File: config.mk
export PLATFORM = sky130hd
export DESIGN_NAME = regfile_wb_arbiter
export DESIGN_NICKNAME = d
export VERILOG_FILES = /design/src/rtl/regfile_pkg.sv /design/src/rtl/rr_arbiter.sv /design/src/rtl/regfile_wb_arbiter.sv
export SDC_FILE = /design/constraint.sdc
export NUM_CORES = 1
export LEC_CHECK = 0
export CAP_MARGIN = 5
export CORE_ASPECT_RATIO = 0.75
export CORE_UTILIZATION = 30
export CTS_CLUSTER_SIZE = 28
export DETAILED_ROUTE_END_ITERATION = 8
export PLACE_DENSITY = 0.67
export SLEW_MARGIN = 40
export SYNTH_ARGS = -nofsm -noshare
export SYNTH_HDL_FRONTEND = slang
export SYNTH_SLANG_ARGS = --single-unit
File: constraint.sdc
create_clock -name clk -period 4.41 [get_ports clk]
set_input_delay 0.882 -clock clk [delete_from_list [all_inputs] [get_ports clk]]
set_output_delay 0.882 -clock clk [all_outputs]
set_load 0.05 [all_outputs]
File: src/rtl/regfile_pkg.sv
// ---------------------------------------------------------------------------
// regfile_pkg
// Shared constants and types for the register-file write-back arbiter.
//   REG_ADDR_W / REG_DATA_W : register file address and data widths
//   NUM_REGS                : number of architectural registers
//   ZERO_REG                : hard-wired zero register, never written
//   arb_state_e             : lock FSM state (IDLE, LOCKED)
// ---------------------------------------------------------------------------
package regfile_pkg;

  localparam int REG_ADDR_W = 5;
  localparam int REG_DATA_W = 32;
  localparam int NUM_REGS   = 32;
  localparam logic [REG_ADDR_W-1:0] ZERO_REG = 5'd0;

  typedef enum logic {
    IDLE   = 1'b0,
    LOCKED = 1'b1
  } arb_state_e;

endpackage : regfile_pkg

File: src/rtl/rr_arbiter.sv
// ---------------------------------------------------------------------------
// rr_arbiter
// Purely combinational round-robin picker: returns a one-hot grant for the
// first asserted valid bit at or after the pointer, wrapping modulo N.
// Ports:
//   valid  in  N      request vector
//   ptr    in  PTR_W  index with highest priority this cycle
//   grant  out N      one-hot grant (all zero when no valid bit is set)
// ---------------------------------------------------------------------------
module rr_arbiter #(
  parameter int N     = 2,
  parameter int PTR_W = 1
) (
  input  logic [N-1:0]     valid,
  input  logic [PTR_W-1:0] ptr,
  output logic [N-1:0]     grant
);

  // Scan from the pointer upwards and stop at the first valid requester.
  always_comb begin
    logic             found;
    logic [PTR_W-1:0] idx;
    grant = '0;
    found = 1'b0;
    idx   = '0;
    for (int i = 0; i < N; i++) begin
      idx = PTR_W'((int'(ptr) + i) % N);
      if (!found && valid[idx]) begin
        grant[idx] = 1'b1;
        found      = 1'b1;
      end else begin
        found = found;
      end
    end
  end

endmodule : rr_arbiter

File: src/rtl/regfile_wb_arbiter.sv
// ---------------------------------------------------------------------------
// regfile_wb_arbiter
// Shares the register file's single write port among NUM_REQ write-back
// requesters with round-robin arbitration and an optional per-beat lock that
// lets one requester keep the port for a multi-register burst.
// Optional feature macro: REGFILE_WB_SCOREBOARD_EN (pending-write scoreboard).
// Ports:
//   clk, rst_n            clock, synchronous active-low reset
//   req_valid/lock        per-requester request and keep-grant flag
//   req_addr/data         packed destination/data, requester 0 in the LSBs
//   req_ready             one-hot grant, combinational
//   rf_we/waddr/wdata     registered register-file write port
//   sb_rsv_valid/addr     [SB] mark a destination pending at issue
//   sb_q0/q1_addr, _busy  [SB] hazard query ports
// ---------------------------------------------------------------------------
module regfile_wb_arbiter
  import regfile_pkg::*;
#(
  parameter int NUM_REQ = 2,
  parameter int ADDR_W  = REG_ADDR_W,
  parameter int DATA_W  = REG_DATA_W
) (
  input  logic                      clk,
  input  logic                      rst_n,
  input  logic [NUM_REQ-1:0]        req_valid,
  input  logic [NUM_REQ-1:0]        req_lock,
  input  logic [NUM_REQ*ADDR_W-1:0] req_addr,
  input  logic [NUM_REQ*DATA_W-1:0] req_data,
  output logic [NUM_REQ-1:0]        req_ready,
  output logic                      rf_we,
  output logic [ADDR_W-1:0]         rf_waddr,
  output logic [DATA_W-1:0]         rf_wdata
`ifdef REGFILE_WB_SCOREBOARD_EN
  ,
  input  logic                      sb_rsv_valid,
  input  logic [ADDR_W-1:0]         sb_rsv_addr,
  input  logic [ADDR_W-1:0]         sb_q0_addr,
  input  logic [ADDR_W-1:0]         sb_q1_addr,
  output logic                      sb_q0_busy,
  output logic                      sb_q1_busy
`endif
);

  localparam int PTR_W = (NUM_REQ > 2) ? 2 : 1;

  arb_state_e         state_q, state_d;
  logic [PTR_W-1:0]   ptr_q, ptr_d;
  logic [PTR_W-1:0]   owner_q, owner_d;
  logic [NUM_REQ-1:0] elig_s, grant_s;
  logic [PTR_W-1:0]   gidx_s;
  logic               accept_s;
  logic [ADDR_W-1:0]  sel_addr_s;
  logic [DATA_W-1:0]  sel_data_s;
  logic               rf_we_q, rf_we_d;
  logic [ADDR_W-1:0]  rf_waddr_q, rf_waddr_d;
  logic [DATA_W-1:0]  rf_wdata_q, rf_wdata_d;

  function automatic logic [PTR_W-1:0] ptr_inc(input logic [PTR_W-1:0] p);
    return (p == PTR_W'(NUM_REQ - 1)) ? '0 : p + PTR_W'(1);
  endfunction

  // While locked only the owner competes; nothing is granted during reset.
  always_comb begin
    if (state_q == LOCKED) begin
      elig_s = req_valid & ({{(NUM_REQ-1){1'b0}}, 1'b1} << owner_q);
    end else begin
      elig_s = req_valid;
    end
    elig_s = elig_s & {NUM_REQ{rst_n}};
  end

  rr_arbiter #(.N(NUM_REQ), .PTR_W(PTR_W)) u_rr (
    .valid (elig_s),
    .ptr   (ptr_q),
    .grant (grant_s)
  );

  assign req_ready = grant_s;
  assign accept_s  = |grant_s;

  // Grant is one-hot, so AND-OR muxing selects the grantee's index and beat.
  always_comb begin
    gidx_s     = '0;
    sel_addr_s = '0;
    sel_data_s = '0;
    for (int i = 0; i < NUM_REQ; i++) begin
      gidx_s     = gidx_s | (PTR_W'(i) & {PTR_W{grant_s[i]}});
      sel_addr_s = sel_addr_s | (req_addr[i*ADDR_W +: ADDR_W] & {ADDR_W{grant_s[i]}});
      sel_data_s = sel_data_s | (req_data[i*DATA_W +: DATA_W] & {DATA_W{grant_s[i]}});
    end
  end

  // Lock FSM and round-robin pointer next-state.
  always_comb begin
    state_d = state_q;
    owner_d = owner_q;
    ptr_d   = ptr_q;
    case (state_q)
      IDLE: begin
        if (accept_s) begin
          ptr_d = ptr_inc(gidx_s);
          if (req_lock[gidx_s]) begin
            state_d = LOCKED;
            owner_d = gidx_s;
          end else begin
            state_d = IDLE;
          end
        end else begin
          state_d = IDLE;
        end
      end
      LOCKED: begin
        // Owner dropping valid, or a final beat without lock, ends the burst.
        if (!req_valid[owner_q]) begin
          state_d = IDLE;
        end else if (accept_s && !req_lock[owner_q]) begin
          state_d = IDLE;
        end else begin
          state_d = LOCKED;
        end
      end
      default: begin
        state_d = IDLE;
      end
    endcase
  end

  // Write-port next values; register 0 completes the handshake but never writes.
  // Address/data follow every accepted beat and hold when nothing is accepted.
  always_comb begin
    rf_we_d = accept_s && (sel_addr_s != ADDR_W'(ZERO_REG));
    if (accept_s) begin
      rf_waddr_d = sel_addr_s;
      rf_wdata_d = sel_data_s;
    end else begin
      rf_waddr_d = rf_waddr_q;
      rf_wdata_d = rf_wdata_q;
    end
  end

  // State, pointer and write-port registers.
  always_ff @(posedge clk) begin
    if (!rst_n) begin
      state_q    <= IDLE;
      owner_q    <= '0;
      ptr_q      <= '0;
      rf_we_q    <= 1'b0;
      rf_waddr_q <= '0;
      rf_wdata_q <= '0;
    end else begin
      state_q    <= state_d;
      owner_q    <= owner_d;
      ptr_q      <= ptr_d;
      rf_we_q    <= rf_we_d;
      rf_waddr_q <= rf_waddr_d;
      rf_wdata_q <= rf_wdata_d;
    end
  end

  assign rf_we    = rf_we_q;
  assign rf_waddr = rf_waddr_q;
  assign rf_wdata = rf_wdata_q;

`ifdef REGFILE_WB_SCOREBOARD_EN
  logic [NUM_REGS-1:0] pending_q, pending_d;
  logic [NUM_REGS-1:0] clr_s, set_s;

  // Clear on the write being driven this cycle, then set (set wins); r0 never pending.
  always_comb begin
    clr_s     = rf_we_q ? ({{(NUM_REGS-1){1'b0}}, 1'b1} << rf_waddr_q) : '0;
    set_s     = sb_rsv_valid ? ({{(NUM_REGS-1){1'b0}}, 1'b1} << sb_rsv_addr) : '0;
    pending_d = ((pending_q & ~clr_s) | set_s) & ~{{(NUM_REGS-1){1'b0}}, 1'b1};
  end

  // Pending-mask register.
  always_ff @(posedge clk) begin
    if (!rst_n) begin
      pending_q <= '0;
    end else begin
      pending_q <= pending_d;
    end
  end

  // A beat being accepted right now also counts as pending for the query.
  assign sb_q0_busy = pending_q[sb_q0_addr] |
                      (accept_s && (sel_addr_s == sb_q0_addr) && (sb_q0_addr != ADDR_W'(ZERO_REG)));
  assign sb_q1_busy = pending_q[sb_q1_addr] |
                      (accept_s && (sel_addr_s == sb_q1_addr) && (sb_q1_addr != ADDR_W'(ZERO_REG)));
`else
  // Without the scoreboard there is no pending state; arbitration is unchanged.
`endif

endmodule : regfile_wb_arbiter

==> metrics <==
# resized after CTS 0; pre-CTS setup slack 0.886 ns; Simple-Gate Fraction of Synth Area 15.3%; Starting Density 31.8%; Setup Buffers After CTS 0; Area after DPL 2960 sq um; status finished clean; post-synthesis mux area share 0%; placed cells 383; Final Non-Filler Cells 390; total track usage 17.3%; utilization after layout 56.0%; Vias/cell 4.90; Setup violations, final 0; register area share after synthesis a little under half; complex-gate fraction of the synthesized area 30.5%; Slew HR 62.5%; minimum clock period 3.53 ns; R2R cell count 5; gr ovfl total 0; post-synthesis cell area 1730 sq um; skew final approximately 0.0037 ns; Routed WL ~5300 um; CTS Sinks 41; number of I/O pins 120; first-pass GRT wire length 8000 um; Cell Pwr Density 355 nW/um^2; initial antenna violation count 0; Synth top area share 47.5%; CP endpoint req_ready[1]; Critical path origin req_valid[0]; Reg clk slew, reported paths 0.07 ns; Clock Tree Buf Depth 2; setup ws final 0.881 ns; Die H slightly below 70 um; Clock Latency Late Sink 0.28 ns; Die Wd 89.7 um; Unique masters post-synth 25; peak supply drop 0.168 mV; Leak 1.14 nW; nets 395; DRC viols 0; RSZ-0062 raised after global routing false; Synth area leaders dfxtp_1 47%, o22ai_1 9.4%, a21oi_1 8.7%; reg-to-reg endpoint state_q; CP startpoint kind input pin; cts hold-fix bufs 0; root cell of the clock tree clkbuf_8; Routed WL per cell 13.6 um; Worst R2R Setup Slack 2.56 ns; fin area 3050 sq um; worst hold path type flop to flop; adder-cell share of the synthesized area 0%; antenna cell count 0; Fin. Hold Viols 0; max-capacitance violation count 0; Crit Path Max Fanout 34; critical path class input pin to primary output; Design Power roughly 1.1 mW; drt pass-1 iters 4; gpl congestion 0.781; Worst setup EP type primary output; Seq. cell area a little over 800 sq um; vias in the first global route roughly 1700; Final ANT Viol Nets 0; fmax between 200 and 300 MHz; Worst Path Arrival 2.65 ns; r2r startpoint state_q; Fin Hold WS 0.453 ns; Synth Instances 202; Multi-input gate area roughly 800 sq um; main combinational cell family by area after synthesis compound AO/OA/AOI/OAI gates; Mapped Nets around 280; Ys Warns 0; Synth-to-Final Area Change 76.1%; vias post-DR 1912; Tcrit/Tclk final between 80% and 90%; Synth Area in XOR/XNOR 0%; Worst EP required 3.53 ns; largest net degree at the start of global routing 44; DRT iter0 DRCs just under 60; core area about 5400 sq um; Num CTS Buffers 5; proportion of layout cells with a drive suffix above 1 6.67%; Die Area around 6100 sq um; fill cell count 495; Avg Synthesized Cell Area 8.56 sq um; TritonCTS clock tree built; # rows 23; Worst-Margin Slew between 0.5 and 0.6 ns; Fin Setup TNS 0 ns; leading area contributor after synthesis dfxtp_1; dpl hpwl 3780 um; flops & latches, synth between 40 and 50; PortBufs 119; Final Slew Violations 0; CTS H-tree lvls 2
==> power breakdown <==
part / internal, mW / leakage (nW) / switching, mW / total (mW)
Clock: 0.124 / 0.0443 / 0.116 / 0.240
Sequential: 0.414 / 0.343 / 0.0221 / 0.436
Combinational: 0.169 / 0.753 / 0.235 / 0.405
Total: 0.708 / 1.14 / 0.374 / 1.08
==> cell type report <==
type / count / area share, %
repair buffers: 121 / 40.3
flip-flops and latches: 41 / 27.0
multi-input cells: 140 / 26.1
well taps: 75 / 3.08
clock buffers: 7 / 2.83
inverters: 6 / 0.740
==> routing by layer <==
metal,global-route usage (%),vias to the layer above,part of all wire [%]
li1,-,965,-
met1,22.2,853,45
met2,28.3,88,46
met3,5.26,6,9.1
met4,3.97,0,0.70
met5,0,-,0
==> Yosys cell counts <==
| library cell | count |
|---|---|
| o221a_2 | 6 |
| o21ai_0 | 10 |
| buf_6 | 3 |
| buf_4 | 2 |
| inv_2 | 2 |
| o21a_1 | 6 |
| clkbuf_1 | 3 |
| nand4_1 | 1 |
| and3_1 | 1 |
| or3b_4 | 1 |
| nand4_4 | 1 |
| o22ai_1 | 26 |
| nand3b_1 | 2 |
| or4b_1 | 1 |
| a21oi_1 | 30 |
| a31oi_1 | 7 |
| inv_1 | 4 |
| dfxtp_1 | 41 |
| nor2_1 | 1 |
| buf_2 | 7 |
| nand2_1 | 39 |
| or4_1 | 2 |
| nand3_1 | 2 |
| nand2b_1 | 3 |
| a21o_1 | 1 |
==> layout by cell type, fill, tap and decap left out, types with 2 or more instances in the layout <==
master,netlist,layout
nand2_1,39,39
buf_4,2,2
inv_2,2,2
o21ai_0,10,10
clkdlybuf4s50_1,0,117
nand3b_1,2,2
buf_12,0,2
o221a_2,6,6
a21oi_1,30,30
clkbuf_8,0,6
inv_1,4,4
or4_1,2,2
a31oi_1,7,7
o21a_1,6,6
o22ai_1,26,26
nand2b_1,3,3
dfxtp_1,41,41
==> worst max-delay path, cell delays in order <==
cell and delay (ns):
clkdlybuf4s50_1 0.56, or3b_4 0.42, nand4_4 0.39, inv_2 0.19, buf_12 0.20
==> worst min path at each step <==
stage / start / endpoint / slack (ns) / cells past startpoint
floorplan: ptr_q / ptr_q / 0.46 / 2
global placement: rf_wdata[24] / rf_wdata[24] / 0.44 / 2
detailed placement: rf_wdata[30] / rf_wdata[30] / 0.45 / 2
CTS: rf_wdata[31] / rf_wdata[31] / 0.46 / 2
global route: rf_wdata[16] / rf_wdata[16] / 0.47 / 2
finish: rf_wdata[24] / rf_wdata[24] / 0.45 / 2
==> registers in the layout, summed over array words and instances (netlist names) <==
name,count
rf_wdata,32
state_q,1
rf_we,1
owner_q,1
rf_waddr,5
ptr_q,1
==> logic make-up after synthesis <==
family | count (synthesis)
AOI/OAI and AO/OA | 86
and+or+nand+nor | 54
DFF | 41
buffers and inverters | 21
Note: power is estimated with default switching activity, not from simulation.
